## src/rtl/carfield_mailbox.sv

```systemverilog
`default_nettype none
// ============================================================================
//  Module      : carfield_mailbox
//  Description : Two-sided message mailbox between the Cheshire host and the
//                security island. There are two message FIFOs: H2I (host
//                pushes, island pops) and I2H (island pushes, host pops).
//                Each side also has a status register and a level interrupt.
//                That interrupt fires when a message arrives in the side's
//                receive FIFO.
//  Revision    : 1.0 - initial release
// ----------------------------------------------------------------------------
//  Ports (the host_* set and the isl_* set are identical)
//    clk_i            single clock for all logic
//    rst_i            synchronous, active-high reset
//    *_req_i          access request
//    *_we_i           1 = write, 0 = read
//    *_addr_i [11:0]  byte offset within the 4 KiB mailbox window
//    *_wdata_i        write data
//    *_gnt_o          request accepted (1 whenever not in reset)
//    *_rvalid_o       response valid, exactly one cycle after each request
//    *_rdata_o        read data (0 on writes and on errors)
//    *_err_o          response error, qualified by *_rvalid_o
//    *_irq_o          registered level interrupt: IRQ_EN[0] & IRQ_PEND[0]
//  Register map (per side)
//    0x00 TX_DATA  W    push into own TX FIFO
//    0x04 RX_DATA  R    pop from own RX FIFO
//    0x08 STATUS   R    {rx_count[15:8], tx_full, tx_empty, rx_full, rx_empty}
//    0x0C IRQ_EN   R/W  bit0
//    0x10 IRQ_PEND R/W1C bit0
// ============================================================================
module carfield_mailbox #(
    parameter int unsigned Depth     = 4,
    parameter int unsigned DataWidth = 32
) (
    input  logic                 clk_i,
    input  logic                 rst_i,
    input  logic                 host_req_i,
    input  logic                 host_we_i,
    input  logic [11:0]          host_addr_i,
    input  logic [DataWidth-1:0] host_wdata_i,
    output logic                 host_gnt_o,
    output logic                 host_rvalid_o,
    output logic [DataWidth-1:0] host_rdata_o,
    output logic                 host_err_o,
    output logic                 host_irq_o,
    input  logic                 isl_req_i,
    input  logic                 isl_we_i,
    input  logic [11:0]          isl_addr_i,
    input  logic [DataWidth-1:0] isl_wdata_i,
    output logic                 isl_gnt_o,
    output logic                 isl_rvalid_o,
    output logic [DataWidth-1:0] isl_rdata_o,
    output logic                 isl_err_o,
    output logic                 isl_irq_o
);

    localparam int unsigned        c_PTR_W   = $clog2(Depth);
    localparam int unsigned        c_CNT_W   = c_PTR_W + 1;
    localparam logic [c_CNT_W-1:0] c_DEPTH   = c_CNT_W'(Depth);
    localparam logic [11:0]        c_OFF_TX   = 12'h000;
    localparam logic [11:0]        c_OFF_RX   = 12'h004;
    localparam logic [11:0]        c_OFF_STAT = 12'h008;
    localparam logic [11:0]        c_OFF_EN   = 12'h00C;
    localparam logic [11:0]        c_OFF_PEND = 12'h010;

    // Index 0 is the host side and index 1 is the island side. FIFO f is
    // pushed by side f and popped by side 1-f, so side s transmits into
    // FIFO s and receives from FIFO 1-s.
    logic [1:0]           w_req;
    logic [1:0]           w_we;
    logic [11:0]          w_addr   [2];
    logic [DataWidth-1:0] w_wdata  [2];
    logic [1:0]           w_push;
    logic [1:0]           w_pop;
    logic [1:0]           w_full;
    logic [1:0]           w_empty;
    logic [c_CNT_W-1:0]   w_count  [2];
    logic [DataWidth-1:0] w_head   [2];
    logic [1:0]           w_rvalid;
    logic [1:0]           w_err;
    logic [1:0]           w_irq;
    logic [DataWidth-1:0] w_rdata  [2];

    assign w_req      = {isl_req_i, host_req_i};
    assign w_we       = {isl_we_i, host_we_i};
    assign w_addr[0]  = host_addr_i;
    assign w_addr[1]  = isl_addr_i;
    assign w_wdata[0] = host_wdata_i;
    assign w_wdata[1] = isl_wdata_i;

    assign host_gnt_o    = ~rst_i;
    assign isl_gnt_o     = ~rst_i;
    assign host_rvalid_o = w_rvalid[0];
    assign isl_rvalid_o  = w_rvalid[1];
    assign host_rdata_o  = w_rdata[0];
    assign isl_rdata_o   = w_rdata[1];
    assign host_err_o    = w_err[0];
    assign isl_err_o     = w_err[1];
    assign host_irq_o    = w_irq[0];
    assign isl_irq_o     = w_irq[1];

    // ------------------------------------------------------------------
    // Message FIFOs
    // ------------------------------------------------------------------
    for (genvar f = 0; f < 2; f++) begin : g_fifo
        logic [DataWidth-1:0] r_mem [Depth];
        logic [c_PTR_W-1:0]   r_wptr;
        logic [c_PTR_W-1:0]   r_rptr;
        logic [c_CNT_W-1:0]   r_count;
        logic                 w_doPush;
        logic                 w_doPop;

        assign w_doPush = w_push[f];
        assign w_doPop  = w_pop[1-f];

        // Depth is a power of two, so pointers wrap naturally at Depth-1.
        always_ff @(posedge clk_i) begin
            if (rst_i) begin
                r_wptr  <= '0;
                r_rptr  <= '0;
                r_count <= '0;
            end else begin
                if (w_doPush) r_wptr <= r_wptr + c_PTR_W'(1);
                if (w_doPop)  r_rptr <= r_rptr + c_PTR_W'(1);
                case ({w_doPush, w_doPop})
                    2'b10:   r_count <= r_count + c_CNT_W'(1);
                    2'b01:   r_count <= r_count - c_CNT_W'(1);
                    default: r_count <= r_count;
                endcase
            end
        end

        // Storage is not reset; the reset pointers make old contents invisible.
        always_ff @(posedge clk_i) begin
            if (w_doPush) r_mem[r_wptr] <= w_wdata[f];
        end

        assign w_full[f]  = (r_count == c_DEPTH);
        assign w_empty[f] = (r_count == '0);
        assign w_count[f] = r_count;
        assign w_head[f]  = r_mem[r_rptr];
    end

    // ------------------------------------------------------------------
    // Per-side register interface
    // ------------------------------------------------------------------
    for (genvar s = 0; s < 2; s++) begin : g_side
        logic                 r_rvalid;
        logic                 r_err;
        logic [DataWidth-1:0] r_rdata;
        logic                 r_irqEn;
        logic                 r_irqPend;
        logic                 r_irq;
        logic                 w_isTx;
        logic                 w_isRx;
        logic                 w_isStat;
        logic                 w_isEn;
        logic                 w_isPend;
        logic                 w_doPush;
        logic                 w_doPop;
        logic                 w_enWr;
        logic                 w_pendClr;
        logic                 w_pendSet;
        logic                 w_respErr;
        logic [DataWidth-1:0] w_respData;

        // Exact offset matches also reject unaligned addresses.
        assign w_isTx   = (w_addr[s] == c_OFF_TX);
        assign w_isRx   = (w_addr[s] == c_OFF_RX);
        assign w_isStat = (w_addr[s] == c_OFF_STAT);
        assign w_isEn   = (w_addr[s] == c_OFF_EN);
        assign w_isPend = (w_addr[s] == c_OFF_PEND);

        // A message landing in this side's RX FIFO raises the pending flag.
        assign w_pendSet = w_push[1-s];

        always_comb begin
            w_doPush   = 1'b0;
            w_doPop    = 1'b0;
            w_enWr     = 1'b0;
            w_pendClr  = 1'b0;
            w_respErr  = w_req[s];
            w_respData = '0;
            if (w_req[s]) begin
                if (w_we[s]) begin
                    if (w_isTx) begin
                        // Full is judged before any same-cycle pop.
                        w_respErr = w_full[s];
                        w_doPush  = ~w_full[s];
                    end else if (w_isEn) begin
                        w_respErr = 1'b0;
                        w_enWr    = 1'b1;
                    end else if (w_isPend) begin
                        w_respErr = 1'b0;
                        w_pendClr = w_wdata[s][0];
                    end
                end else begin
                    if (w_isRx) begin
                        w_respErr = w_empty[1-s];
                        w_doPop   = ~w_empty[1-s];
                        if (!w_empty[1-s]) w_respData = w_head[1-s];
                    end else if (w_isStat) begin
                        w_respErr        = 1'b0;
                        w_respData[15:8] = {{(8-c_CNT_W){1'b0}}, w_count[1-s]};
                        w_respData[3:0]  = {w_full[s], w_empty[s], w_full[1-s], w_empty[1-s]};
                    end else if (w_isEn) begin
                        w_respErr     = 1'b0;
                        w_respData[0] = r_irqEn;
                    end else if (w_isPend) begin
                        w_respErr     = 1'b0;
                        w_respData[0] = r_irqPend;
                    end
                end
            end
        end

        assign w_push[s] = w_doPush;
        assign w_pop[s]  = w_doPop;

        always_ff @(posedge clk_i) begin
            if (rst_i) begin
                r_rvalid  <= 1'b0;
                r_err     <= 1'b0;
                r_rdata   <= '0;
                r_irqEn   <= 1'b0;
                r_irqPend <= 1'b0;
                r_irq     <= 1'b0;
            end else begin
                r_rvalid <= w_req[s];
                r_err    <= w_respErr;
                r_rdata  <= w_respData;
                if (w_enWr) r_irqEn <= w_wdata[s][0];
                // A set in the same cycle as a W1C wins.
                r_irqPend <= w_pendSet | (r_irqPend & ~w_pendClr);
                r_irq     <= r_irqEn & r_irqPend;
            end
        end

        assign w_rvalid[s] = r_rvalid;
        assign w_err[s]    = r_err;
        assign w_rdata[s]  = r_rdata;
        assign w_irq[s]    = r_irq;
    end

endmodule
`default_nettype wire

```

## config.mk

```make
export PLATFORM = sky130hd
export DESIGN_NAME = carfield_mailbox
export DESIGN_NICKNAME = d
export VERILOG_FILES = /design/src/rtl/carfield_mailbox.sv
export SDC_FILE = /design/constraint.sdc
export NUM_CORES = 1
export LEC_CHECK = 0
export CAP_MARGIN = 20
export CORE_MARGIN = 8
export CORE_UTILIZATION = 45
export CTS_CLUSTER_DIAMETER = 60
export DETAILED_ROUTE_END_ITERATION = 10
export PLACE_DENSITY = 0.67
export SLEW_MARGIN = 20
export SYNTH_ARGS = -nofsm -noshare
export SYNTH_HDL_FRONTEND = slang
export SYNTH_SLANG_ARGS = --single-unit
export TNS_END_PERCENT = 5
```

## constraint.sdc

```tcl
create_clock -name clk_i -period 4.3 [get_ports clk_i]
set_input_delay 0.86 -clock clk_i [delete_from_list [all_inputs] [get_ports clk_i]]
set_output_delay 0.86 -clock clk_i [all_outputs]
set_load 0.01 [all_outputs]
```

==> reports/results.txt <==
WP data required - 4.74 ns
WS Path Type - input port to register
Net Sw Frac - 18.7%
Initial antenna violation count - 1
Yosys warns - 0
DR WL/cell - 20.3 um
Seq cells post-synth - 348
Psw - 1.29 mW
Worst slew margin - 38.4%
Gr ovfl total - 0
Max incr delay on CP - 0.51 ns
Setup Buffers After CTS - 0
CTS resizes - 0
Sink Count - 348
Sequential area share after synthesis - 75.5%
Post-synth EDFFs - 256
Mapped Nets - 774
Final wirelength - 25700 um
Clock power frac - 45.4%
First-pass GRT wire length - 39900 um
TritonCTS clock tree - built
Post-synth top area share - 60.9%
Worst EP arrival - 3.57 ns
I/O Buffers - 165
Distinct cells, synth - 53
Commonest non-fill, non-tap cell in the layout - edfxtp_1
Multi-input logic area - 2910 um2
Worst-path cell chain - clkdlybuf4s50_1, nor3_1, nand4_1, nor3_1, ha_1, inv_1, fa_1, xor2_1, or3_1, a21oi_1
Combinational power share - 2.2%
Synth area leaders - edfxtp_1 61%, dfxtp_1 15%, mux4_2 11%
Initial Utilization - 45.6%
Final nets - 963
TNS Setup - 0 ns
Initial DRC Count - 508
Tcrit/Tclk final - 72.8%
Pwr dens - 428 nW/um2
Vias - 6484
Avg Vias per Cell - 5.13
Cell area after synthesis - 12600 um2
Core Area - 27700 um2
RSZ-0062 raised after global routing - no
Max Fclk - 0.319 GHz
Fill cells - 2074
Vias in the first global route - 6979
Clock Skew - 0.0222 ns
Diode count - 0
Maximum level of the CTS H-tree - 2
DP HPWL - 16900 um
Cell depth of the worst hold path - 2
FP Rows - 61
Slew Viols, Final - 0
Initial DRT Pass Iterations - 5
Ports - 166
Routed Antenna Nets - 0
Clk slew on worst S/H paths - 0.06 ns
Seq pwr share - 52.4%
Final setup vio count - 0
Crit-path slowest cell - nor3_1
CTS root buffer - clkbuf_16
Syn_area_per_cell - 18.9 um2
Crit path launch type - input port
CP endpoint kind - register
Hold Fails Final Rpt - 0
Bufs on Longest Clock Path - 3
Min-delay worst type - register to register
Share of layout cells above drive strength 1 - 18.2%
Largest net degree at the start of global routing - 33
Worst hold slack - 0.475 ns
Die Y - 184 um
Most frequent cells in the layout - 256 x edfxtp_1, 165 x clkdlybuf4s50_1, 88 x dfxtp_1
Crit-path max FO - 5
Slew @ Worst Pin - 0.924 ns
Most used DFF post-synth - edfxtp_1
CTS Hold Bufs - 0
Chip width - 184 um
Num CTS Buffers - 37
Worst vdd ir - 0.378 mV
Max Cap Viol - 0
Post-route DRC - 0
Cell Int Power - 5.58 mW
Min Tclk post-route - 3.13 ns
Leak - 5.26 nW
Asr flop ratio synth - 0%
Area Overhead vs Synth - 27.2%
Die ar. - 33700 um2
Clk_lat worst skew - 0.51 ns
CP most frequent cell - nor3_1
Placer Congestion - 0.771
GRT Overall Usage - 15.4%
Status - finished, final reports clean
Post-Syn Instances - 668
Register area - 9530 um2
Post-synth top area cell - edfxtp_1
R2R depth - 10
[stage by stage]
stage	cells	util (%)	area, um2	setup WS, ns	power [mW]
after floorplan	668	-	12600	1.37	3.69
after global placement	1196	53.5	14800	0.735	3.82
after detailed placement	1196	53.5	14800	0.672	3.82
after CTS	1263	58.0	16100	1.18	6.94
after global routing	1263	58.0	16100	0.996	7.08
final	1263	58.0	16100	1.17	6.87
[Yosys cell counts (8+ instances only)]
master / number
edfxtp_1: 256
dfxtp_1: 92
mux4_2: 64
and2_1: 54
nor2_1: 19
a21oi_1: 18
inv_1: 18
clkbuf_1: 12
and3_1: 11
buf_2: 11
ha_1: 10
a22o_1: 9
nand2_1: 8
[routing by layer]
metal	GRT usage (%)	routed length (um)	vias up	part of all wire (%)
met4	3.97	391	2	1.5
met3	3.66	1630	30	6.3
met1	19.5	10800	3269	42
li1	-	-	2990	-
met5	0	13	-	0.051
met2	26.2	12800	193	50
[area by class of cell]
type,count,share of cell area (%)
repair buffers,179,11.5
flip-flops and latches,348,59.4
inverters,18,0.421
well taps,378,2.95
clock inverters,17,1.10
clock buffers,50,6.51
multi-input cells,273,18.1
[power by group through the flow]
| stage | Sequential (mW) | Clock [mW] | Combinational (mW) |
|---|---|---|---|
| after floorplan | 3.67 | 0 | 0.0218 |
| after CTS | 3.60 | 3.19 | 0.154 |
| after global placement | 3.67 | 0 | 0.149 |
| final | 3.60 | 3.12 | 0.153 |
| after detailed placement | 3.67 | 0 | 0.153 |
| after global routing | 3.60 | 3.31 | 0.165 |
[final timing paths]
check	from	endpoint	slack, ns
setup / recovery	host_addr_i[5]	g_fifo[1].r_count[2]	1.17
hold / removal	g_side[1].r_irqEn	g_side[1].r_irqEn	0.47
setup reg to reg	g_fifo[1].r_count[2]	g_fifo[1].r_count[2]	1.55
hold reg to reg	g_side[1].r_irqEn	g_side[1].r_irqEn	0.47
[worst max-delay path: cells and delay by family]
kind,cells,cell delay (ns)
compound gates,1,0.14
simple gates,4,1.34
fa+ha+maj,2,0.60
xor+xnor,1,0.16
buf+inv,2,0.46
[logic make-up (layout without fill, tap and decap cells)]
group / Yosys count / count (layout) / synth area share [%]
simple gates: 137 / 137 / 6.78
xor+xnor: 4 / 4 / 0.277
flops: 348 / 348 / 75.5
mux: 68 / 68 / 11.7
fa+ha+maj: 12 / 12 / 1.31
buf+inv: 47 / 264 / 1.60
compound gates: 52 / 52 / 2.82
[registers in the layout, summed over array words and instances, names as in the netlist, named ones only]
signal	count
g_fifo.r_mem	256
host_rdata_o	32
isl_rdata_o	32
g_fifo.r_count	6
g_fifo.r_rptr	4
g_fifo.r_wptr	4
g_side.r_irqEn	2
g_side.r_irqPend	2
host_err_o	1
host_irq_o	1
host_rvalid_o	1
isl_err_o	1
isl_irq_o	1
isl_rvalid_o	1
No activity file was read; power rests on OpenSTA's default activity.
